[src/rtl/kl_wmask_splitter_pkg.sv]
// Shared KLink encodings and the mask-splitting rule used by kl_wmask_splitter.
// chunk_of() picks the next naturally aligned piece out of a remaining byte mask.
package kl_wmask_splitter_pkg;

    typedef enum logic [2:0] {
        SZ_BYTE  = 3'd0,
        SZ_HALF  = 3'd1,
        SZ_WORD  = 3'd2,
        SZ_DWORD = 3'd3
    } kl_size_e;

    typedef enum logic [1:0] {
        ST_IDLE  = 2'd0,
        ST_ISSUE = 2'd1,
        ST_WAIT  = 2'd2,
        ST_LOCAL = 2'd3
    } split_state_e;

    typedef struct packed {
        logic [7:0] mask;
        logic [2:0] off;
        kl_size_e   size;
    } chunk_t;

    function automatic chunk_t chunk_of(input logic [7:0] rem);
        chunk_t     c;
        logic [2:0] p;
        logic [7:0] m4;
        logic [7:0] m2;
        c.mask = 8'h00;
        c.off  = 3'd0;
        c.size = SZ_BYTE;
        p      = 3'd0;
        for (int i = 7; i >= 0; i--) begin
            if (rem[i]) p = 3'(i);
        end
        m4 = 8'h0F << p;
        m2 = 8'h03 << p;
        if (rem == 8'hFF) begin
            c.mask = 8'hFF;
            c.size = SZ_DWORD;
        end else if (rem != 8'h00) begin
            c.off = p;
            if (p[1:0] == 2'b00 && (rem & m4) == m4) begin
                c.mask = m4;
                c.size = SZ_WORD;
            end else if (!p[0] && (rem & m2) == m2) begin
                c.mask = m2;
                c.size = SZ_HALF;
            end else begin
                c.mask = 8'h01 << p;
                c.size = SZ_BYTE;
            end
        end
        return c;
    endfunction

    // Number of pieces a write mask splits into (0 only for an empty mask).
    function automatic logic [3:0] count_pieces(input logic [7:0] mask);
        logic [7:0] r;
        logic [3:0] n;
        chunk_t     c;
        r = mask;
        n = 4'd0;
        for (int i = 0; i < 8; i++) begin
            if (r != 8'h00) begin
                c = chunk_of(r);
                r = r & ~c.mask;
                n = n + 4'd1;
            end
        end
        return n;
    endfunction

endpackage

[src/rtl/kl_mask_chunker.sv]
// Combinational chunk selector: next aligned byte/half/word/dword piece of a mask.
module kl_mask_chunker
    import kl_wmask_splitter_pkg::*;
(
    input  logic [7:0] rem,
    output logic [7:0] chunk_mask,
    output logic [2:0] chunk_off,
    output logic [2:0] chunk_size
);

    chunk_t c;

    always_comb begin
        c          = chunk_of(rem);
        chunk_mask = c.mask;
        chunk_off  = c.off;
        chunk_size = c.size;
    end

endmodule

[src/rtl/kl_wmask_splitter.sv]
// KLink write-mask splitter: breaks arbitrary-mask writes into aligned pieces for
// kl2ml_bridge and returns exactly one upstream response per request.
//   state | meaning
//   IDLE  | ready for a new upstream request
//   ISSUE | presenting pieces downstream, counting early acks
//   WAIT  | all pieces issued, absorbing acks, forwarding the final one
//   LOCAL | block-generated write response (empty mask or unacked writes)
module kl_wmask_splitter
    import kl_wmask_splitter_pkg::*;
#(
    parameter int SRCID_W    = 5,
    parameter bit ACK_WRITES = 1'b1
) (
    input  logic               clk,
    input  logic               rst,

    input  logic [31:0]        s_req_addr,
    input  logic               s_req_wen,
    input  logic [63:0]        s_req_wdata,
    input  logic [7:0]         s_req_wmask,
    input  logic [2:0]         s_req_size,
    input  logic [SRCID_W-1:0] s_req_srcid,
    input  logic               s_req_valid,
    output logic               s_req_ready,

    output logic [63:0]        s_resp_rdata,
    output logic               s_resp_ren,
    output logic [2:0]         s_resp_size,
    output logic [SRCID_W-1:0] s_resp_dstid,
    output logic               s_resp_valid,
    input  logic               s_resp_ready,

    output logic [31:0]        m_req_addr,
    output logic               m_req_wen,
    output logic [63:0]        m_req_wdata,
    output logic [7:0]         m_req_wmask,
    output logic [2:0]         m_req_size,
    output logic [SRCID_W-1:0] m_req_srcid,
    output logic               m_req_valid,
    input  logic               m_req_ready,

    input  logic [63:0]        m_resp_rdata,
    input  logic               m_resp_ren,
    input  logic [2:0]         m_resp_size,
    input  logic [SRCID_W-1:0] m_resp_dstid,
    input  logic               m_resp_valid,
    output logic               m_resp_ready
);

    split_state_e       state;
    logic [31:0]        addr_q;
    logic               wen_q;
    logic [63:0]        wdata_q;
    logic [7:0]         wmask_q;
    logic [2:0]         size_q;
    logic [SRCID_W-1:0] srcid_q;
    logic [7:0]         rem_q;
    logic [3:0]         npieces_q;
    logic [3:0]         issued_q;
    logic [3:0]         acks_q;

    logic [7:0]         ck_mask;
    logic [2:0]         ck_off;
    logic [2:0]         ck_size;

    logic               expect_resp;
    logic               absorbing;
    logic               last_ack;
    logic               last_piece;
    logic               req_hs;
    logic               fwd;
    logic               ack_drop;
    logic               final_hs;
    logic               local_resp;

    kl_mask_chunker u_chunker (
        .rem        (rem_q),
        .chunk_mask (ck_mask),
        .chunk_off  (ck_off),
        .chunk_size (ck_size)
    );

    // Reads go out exactly as captured; writes take the current chunk.
    always_comb begin
        m_req_addr  = wen_q ? {addr_q[31:3], ck_off} : addr_q;
        m_req_wen   = wen_q;
        m_req_wdata = wdata_q;
        m_req_wmask = wen_q ? ck_mask : wmask_q;
        m_req_size  = wen_q ? ck_size : size_q;
        m_req_srcid = srcid_q;
    end

    always_comb begin
        expect_resp = !wen_q || ACK_WRITES;
        absorbing   = !rst && (state == ST_ISSUE || state == ST_WAIT) && expect_resp;
        last_ack    = acks_q == (npieces_q - 4'd1);
        last_piece  = (issued_q + 4'd1) == npieces_q;
        req_hs      = m_req_valid && m_req_ready;
        // The last ack can only follow the last piece, so forwarding is tied to WAIT.
        fwd         = absorbing && last_ack && state == ST_WAIT;
        ack_drop    = absorbing && !last_ack && m_resp_valid;
        final_hs    = fwd && m_resp_valid && s_resp_ready;
        local_resp  = !rst && state == ST_LOCAL;

        m_resp_ready = fwd ? s_resp_ready : (absorbing && !last_ack);
        s_resp_valid = local_resp || (fwd && m_resp_valid);
        s_resp_rdata = (state == ST_LOCAL) ? 64'd0   : m_resp_rdata;
        s_resp_ren   = (state == ST_LOCAL) ? 1'b0    : m_resp_ren;
        s_resp_size  = (state == ST_LOCAL) ? size_q  : m_resp_size;
        s_resp_dstid = (state == ST_LOCAL) ? srcid_q : m_resp_dstid;
    end

    always_ff @(posedge clk) begin
        if (rst) begin
            state       <= ST_IDLE;
            s_req_ready <= 1'b0;
            m_req_valid <= 1'b0;
            addr_q      <= '0;
            wen_q       <= 1'b0;
            wdata_q     <= '0;
            wmask_q     <= '0;
            size_q      <= '0;
            srcid_q     <= '0;
            rem_q       <= '0;
            npieces_q   <= '0;
            issued_q    <= '0;
            acks_q      <= '0;
        end else begin
            if (ack_drop) acks_q <= acks_q + 4'd1;
            case (state)
                ST_IDLE: begin
                    s_req_ready <= 1'b1;
                    if (s_req_valid && s_req_ready) begin
                        s_req_ready <= 1'b0;
                        addr_q      <= s_req_addr;
                        wen_q       <= s_req_wen;
                        wdata_q     <= s_req_wdata;
                        wmask_q     <= s_req_wmask;
                        size_q      <= s_req_size;
                        srcid_q     <= s_req_srcid;
                        rem_q       <= s_req_wmask;
                        npieces_q   <= s_req_wen ? count_pieces(s_req_wmask) : 4'd1;
                        issued_q    <= 4'd0;
                        acks_q      <= 4'd0;
                        if (s_req_wen && s_req_wmask == 8'h00) begin
                            state <= ST_LOCAL;
                        end else begin
                            state       <= ST_ISSUE;
                            m_req_valid <= 1'b1;
                        end
                    end
                end
                ST_ISSUE: begin
                    if (req_hs) begin
                        issued_q <= issued_q + 4'd1;
                        rem_q    <= rem_q & ~ck_mask;
                        if (last_piece) begin
                            m_req_valid <= 1'b0;
                            state       <= expect_resp ? ST_WAIT : ST_LOCAL;
                        end
                    end
                end
                ST_WAIT: begin
                    if (final_hs) begin
                        state       <= ST_IDLE;
                        s_req_ready <= 1'b1;
                    end
                end
                ST_LOCAL: begin
                    if (s_resp_ready) begin
                        state       <= ST_IDLE;
                        s_req_ready <= 1'b1;
                    end
                end
                default: state <= ST_IDLE;
            endcase
        end
    end

endmodule

[config.mk]
export PLATFORM = sky130hd
export DESIGN_NAME = kl_wmask_splitter
export DESIGN_NICKNAME = d
export VERILOG_FILES = /design/src/rtl/kl_wmask_splitter_pkg.sv /design/src/rtl/kl_mask_chunker.sv /design/src/rtl/kl_wmask_splitter.sv
export SDC_FILE = /design/constraint.sdc
export NUM_CORES = 1
export LEC_CHECK = 0
export BUFFER_PORTS_ARGS = -buffer_cell sky130_fd_sc_hd__buf_2
export CORE_ASPECT_RATIO = 1.5
export CORE_MARGIN = 2
export CORE_UTILIZATION = 40
export CTS_CLUSTER_SIZE = 16
export DETAILED_ROUTE_END_ITERATION = 6
export PLACE_DENSITY = 0.72
export SLEW_MARGIN = 20
export SYNTH_ARGS = -nofsm -noshare
export SYNTH_HDL_FRONTEND = slang
export SYNTH_SLANG_ARGS = --single-unit
[constraint.sdc]
create_clock -name clk -period 29.6 [get_ports clk]
set_input_delay 2.96 -clock clk [delete_from_list [all_inputs] [get_ports clk]]
set_output_delay 2.96 -clock clk [all_outputs]
set_load 0.005 [all_outputs]
After elaboration in Yosys (flattened, before gate mapping)
Index checks and enable logic that the tools add are counted.

Input bits: 192. Logic and storage cells: 419. Output and inout port bits: 190. Register bits: 137.

Shift operators: 24. Add/subtract/negate cells: 10. Bitwise logic cells: 32. Equality and inequality tests: 35. Mux-type cells: 240. Reduce and logical (&&, ||, !) cells: 65.

Operators by type and width (number): $mux 8 (83); $mux 3 (98); $and 8x8->8 (24); $mux 4 (34); $eq 8x8->1 (16); $reduce_bool 8->1 (9); $eq 8x8->1 const B (8); $mux 64 (1); $not 8->8 (8); $shl 1x3->8 const A (8); $shl 2x3->8 const A (8); $shl 4x3->8 const A (8); $add 4x1->4 const B (9); $logic_and 1x1->1 (27); $logic_not 2->1 (9); $pmux 8 s2 (1); $mux 14 (1); $mux 2 (6); $ne 2x2->1 const B (6); $mux 1 (11); $logic_not 1->1 (10); $reduce_and 5->1 (2); $eq 4x4->1 (2); $logic_not 8->1 (1); 13 further kinds (16).

Logic depth before layout (Yosys ltp)
Word-level depth: 206. Mapped depth: 81. Mapped depth without buffers: 78.

By module
A second synthesis with hierarchy kept.

Cell total of the unflattened synthesis: 1643. Area, all modules: 12483.2 µm².

By module, submodules not included: kl_wmask_splitter (cells each 1548, sequential area each 2742.6 µm², times used 1, area each 11820.1 µm²); kl_mask_chunker (cells each 95, sequential area each 0.0 µm², times used 1, area each 663.1 µm²).

Worst setup path before layout
Ideal clock, no wire load.

Kind: input to register. Start: input s_req_wmask[6]. End: register npieces_q[2]. Stages: 74. Setup slack: 9.890 ns. Arrival: 19.579 ns. Setup time: 0.131 ns. Path buffers: 3. Data required time: 29.469 ns. Path through: buf_2 > nor2_1 > nor3_1 > o31ai_1 > inv_1 > ha_1 > nor2b_1 > o32ai_2 > o2111ai_2 > o21ai_2 > mux2i_2 > nand2_1 > o31ai_1 > nor2_1 > inv_1 > ha_1 > nand2_1 > a21boi_1 > [... 38 more ...] > a31oi_1 > a21oi_1 > o2111a_1 > a31oi_1 > a2111oi_2 > and2_1 > o2bb2ai_1 > a41o_1 > inv_1 > ha_1 > and2_1 > mux2_2 > nor4_1 > mux2i_1 > mux2i_1 > nor3_2 > mux2i_1 > o311ai_1.

Cells in the longest elaborated chain, start to end: 205. Elaborated cells on any way between the ends: 303. Those cells by class: 7 x add/sub; 21 x eq/ne; 21 x shift; 190 x mux; 28 x bitwise; 36 x reduce/logical.

RTL lines: start, declared (RTL line kl_wmask_splitter.sv:20) `input logic [7:0] s_req_wmask,`; $mux 3 (7 in a row) (RTL line kl_wmask_splitter_pkg.sv:35) `if (rem[i]) p = 3'(i);`; $mux 3 (RTL line kl_wmask_splitter_pkg.sv:66) `if (r != 8'h00) begin`; $mux 3 (RTL line kl_wmask_splitter.sv:133) `if (s_req_valid && s_req_ready) begin`; $mux 3 (RTL line kl_wmask_splitter.sv:130) `case (state)`; $mux 3 (RTL line kl_wmask_splitter.sv:114) `if (rst) begin`; $shl 2x3->8 (RTL line kl_wmask_splitter_pkg.sv:38) `m2 = 8'h03 << p;`; $and 8x8->8 (RTL line kl_wmask_splitter_pkg.sv:47) `end else if (!p[0] && (rem & m2) == m2) begin`; $eq 8x8->1 (RTL line kl_wmask_splitter_pkg.sv:47); [... 183 more ...]; $and 8x8->8 (RTL line kl_wmask_splitter_pkg.sv:68) `r = r & ~c.mask;`; $mux 8 (RTL line kl_wmask_splitter_pkg.sv:66); $mux 8 (RTL line kl_wmask_splitter.sv:133); $mux 8 (RTL line kl_wmask_splitter.sv:130); $mux 8 (RTL line kl_wmask_splitter.sv:114); $reduce_bool 8->1; $mux 4 * (RTL line kl_wmask_splitter_pkg.sv:66); $mux 4 * (RTL line kl_wmask_splitter.sv:142) `npieces_q <= s_req_wen ? count_pieces(s_req_wmask) : 4'd1;`; end signal, assigned (RTL line kl_wmask_splitter.sv:142); end, declared (RTL line kl_wmask_splitter.sv:58) `logic [3:0] npieces_q;`.

Every way passes the cells marked *; elsewhere a longest branch is shown, timed or not. The select of a mux whose other input is x is not followed. A chain may end at the register's enable or synchronous reset.

Worst setup path in the final report
Start: input s_req_wmask[4]. End: register npieces_q[0].

Cells in the longest elaborated chain, start to end: 203. Elaborated cells on any way between the ends: 301. Those cells by class: 7 x add/sub; 21 x eq/ne; 21 x shift; 188 x mux; 28 x bitwise; 36 x reduce/logical.

RTL lines (RTL line): $mux 3 (5 in a row) (kl_wmask_splitter_pkg.sv:35); $mux 3 (kl_wmask_splitter_pkg.sv:66); $mux 3 (kl_wmask_splitter.sv:133); $mux 3 (kl_wmask_splitter.sv:130); $mux 3 (kl_wmask_splitter.sv:114); $shl 2x3->8 (kl_wmask_splitter_pkg.sv:38); $and 8x8->8 (kl_wmask_splitter_pkg.sv:47); $eq 8x8->1 (kl_wmask_splitter_pkg.sv:47); [... 183 more ...]; $and 8x8->8 (kl_wmask_splitter_pkg.sv:68); $mux 8 (kl_wmask_splitter_pkg.sv:66); $mux 8 (kl_wmask_splitter.sv:133); $mux 8 (kl_wmask_splitter.sv:130); $mux 8 (kl_wmask_splitter.sv:114); $reduce_bool 8->1; $mux 4 * (kl_wmask_splitter_pkg.sv:66); $mux 4 * (kl_wmask_splitter.sv:142).

Marks and branches as above.

==> reports/metrics.yaml <==
reg2reg_depth: 16
most-common-layout-cells: "buf_2, nand2_1, a21oi_1"
min_from: "m_req_wdata[40]"
grt_pass1_vias: 12200
finalCritPeriodShare_pct: 77.4
ff2ff_setup_slack_ps: 25410
rsz0062_at_grt: "no"
cp_data_required_time_ps: 29930
vias_per_cell: 5.68
yosysUniqueCellTypes: 123
holdPathEnd: "m_req_wdata[40]"
yosys_warnings: 0
placed_area_um2: 14100
post-place-cells: 2288
final_core_util_pct: 48.9
drt_wl_total_mm: 42.7
fmax_ghz: 0.0436
nFillCells: 2961
arrival_ps: 23250
post_cts_buffers: 0
synth-edff-count: 0
r2r-end: "rem_q[6]"
critical_path.slowest_cell: "a311oi_4"
finalHoldViolCount: 0
crit_fanout: 13
clkLatencyLatePin_ps: 420
slew_violations: 0
grt_max_degree: 113
status: "finished, final reports clean"
cts_tree: "yes"
synth_area_um2: 12200
crit_top_cell: "ha_1"
final_common_cell: "buf_2"
start_util_pct: 40.4
setup_viol: 0
ant_nets: 0
drc: 0
grt_pass1_wl_mm: 66.0
dr.pass1.iters: 7
fin_setup_tns_ps: 0
wl_per_cell_um: 18.4
layout-drive-gt1-share_pct: 27.4
drt-initial-drc-count: 912
htreeDepth: 4
cts.sinks: 137
rr_startpoint: "rem_q[7]"
cts_root_buf: "clkbuf_16"
hpwl_mm: 33.8
seq_area_frac_synth_pct: 22.5
skew_ps: 6.90
synth_seq_cells: 137
hold_path_depth: 2
cts_hold_buf: 0
die_y_um: 218
grt-ovfl-total: 0
async_flop_share_pct: 0
syn-num-nets: 1893
avgSynthCellArea_um2: 7.58
clk_pin_slew_ps: 60
max_cap_viol_count: 0
numCtsBuffers: 17
cts_resized: 0
relSlewSlack_pct: 31.1
grtUsageTotal_pct: 25.6
final_area_um2: 14800
rows: 78
syn_to_final_growth_pct: 21.2
top_level_ports: 382
worst_setup_path_end_kind: "flop"
clock_path_buffers: 2
startpoint_type: "input pin"
setup.worst_path.class: "input pin to flop"
cpPeakStageDelay_ps: 690
worst_slew_pin_slew_ps: 1030
ys.flop_type: "dfxtp_1"
num-nets-final: 2194
fin_crit_ps: 22920
gp_congestion: 0.990
io_buffers: 381
antenna_found_initial: 4
final_cells: 2323
design.core.area_um2: 30200
vias: 13200
die-width_um: 146
die-area_um2: 31900
min_path_type: "flop to flop"
netlist_instances: 1606
worst max-delay path by stage:
stage / start / end / depth (start not counted)
floorplan: s_req_wmask[6] / npieces_q[2] / 74
global placement: s_req_wmask[7] / npieces_q[2] / 72
detailed placement: s_req_wmask[4] / npieces_q[0] / 71
CTS: s_req_wmask[4] / npieces_q[0] / 71
global route: s_req_wmask[7] / npieces_q[0] / 73
finish: s_req_wmask[4] / npieces_q[0] / 72
layer usage:
layer	routed length, µm	GRT usage, %	vias to the layer above
li1	-	-	6331
met1	17200	30.2	6220
met2	21400	45.8	526
met3	2510	3.51	108
met4	1620	11.5	4
met5	24	0	-
per-stage QoR:
stage / hold slack [ps] / setup slack (ps)
after floorplan: 434 / 9890
after global placement: 439 / 7280
after detailed placement: 444 / 6650
after CTS: 452 / 7040
after global routing: 465 / 5070
final: 450 / 6680
final cells by class:
type                    count  area, µm²  area share (%)
multi-input cells        1295       8620            58.4
flip-flops and latches    137       2740            18.6
repair buffers            387       1960            13.3
well taps                 400        500            3.39
clock buffers              18        439            2.98
inverters                  69        264            1.79
clock inverters            14        219            1.48
diodes                      3       7.51          0.0509
worst max-delay path, delay by kind of cell:
family	cells	cell delay, ps
AOI/OAI and AO/OA	35	11460
and+or+nand+nor	14	2910
adders and majority gates	7	2110
muxes	7	2010
buffers and inverters	8	1630
xor gates and xnor gates	1	110
cells in the mapped netlist, drive strengths merged, types with 6 or more instances:
cell     instances  area (µm²)
a211o            9        78.8
a211oi          14         133
a21o             6        52.6
a21oi          171         867
a22oi            8        65.1
a311oi           9         109
a31o            10        87.6
a31oi           22         138
and2            11        70.1
and3             8        55.1
and4             6        52.6
buf             53         373
clkbuf          52         195
dfxtp          137        2740
ha              95        1190
inv             68         260
mux2            26         304
mux2i           30         312
nand2          315        1190
nand2b          22         138
nand3           22         110
nand4           16         113
nor2           104         403
nor2b           79         494
nor3            29         183
nor4            11         111
o2111ai         10        93.8
o211ai          16         144
o21a            10        75.1
o21ai           48         263
o22ai            6        37.5
o31ai           16         163
o41ai            8         115
or2              9        56.3
or3             11        73.8
or4              6        52.6
xnor2           20         175
xor2             7        61.3
registers in the layout, summed over array words and instances (netlist names):
signal / flops
acks_q: 4
addr_q: 32
issued_q: 4
m_req_srcid: 5
m_req_valid: 1
m_req_wdata: 64
m_req_wen: 1
npieces_q: 4
rem_q: 8
s_req_ready: 1
size_q: 3
state: 2
wmask_q: 8
cells by family (layout without fill, tap and decap cells):
group / count (synthesis) / in the layout / synth area share, %
AO/OA/AOI/OAI: 449 / 449 / 27.1
XOR/XNOR: 27 / 27 / 1.94
adder cells (fa/ha/maj): 95 / 95 / 9.76
buffers and inverters: 174 / 488 / 6.83
flip-flops: 137 / 137 / 22.5
multiplexers: 56 / 56 / 5.06
other: 0 / 3 / 0
AND/OR/NAND/NOR: 668 / 668 / 26.8
Power is not shown: default switching activity piles up to over one toggle a cycle in this logic, so the estimate is an artifact.
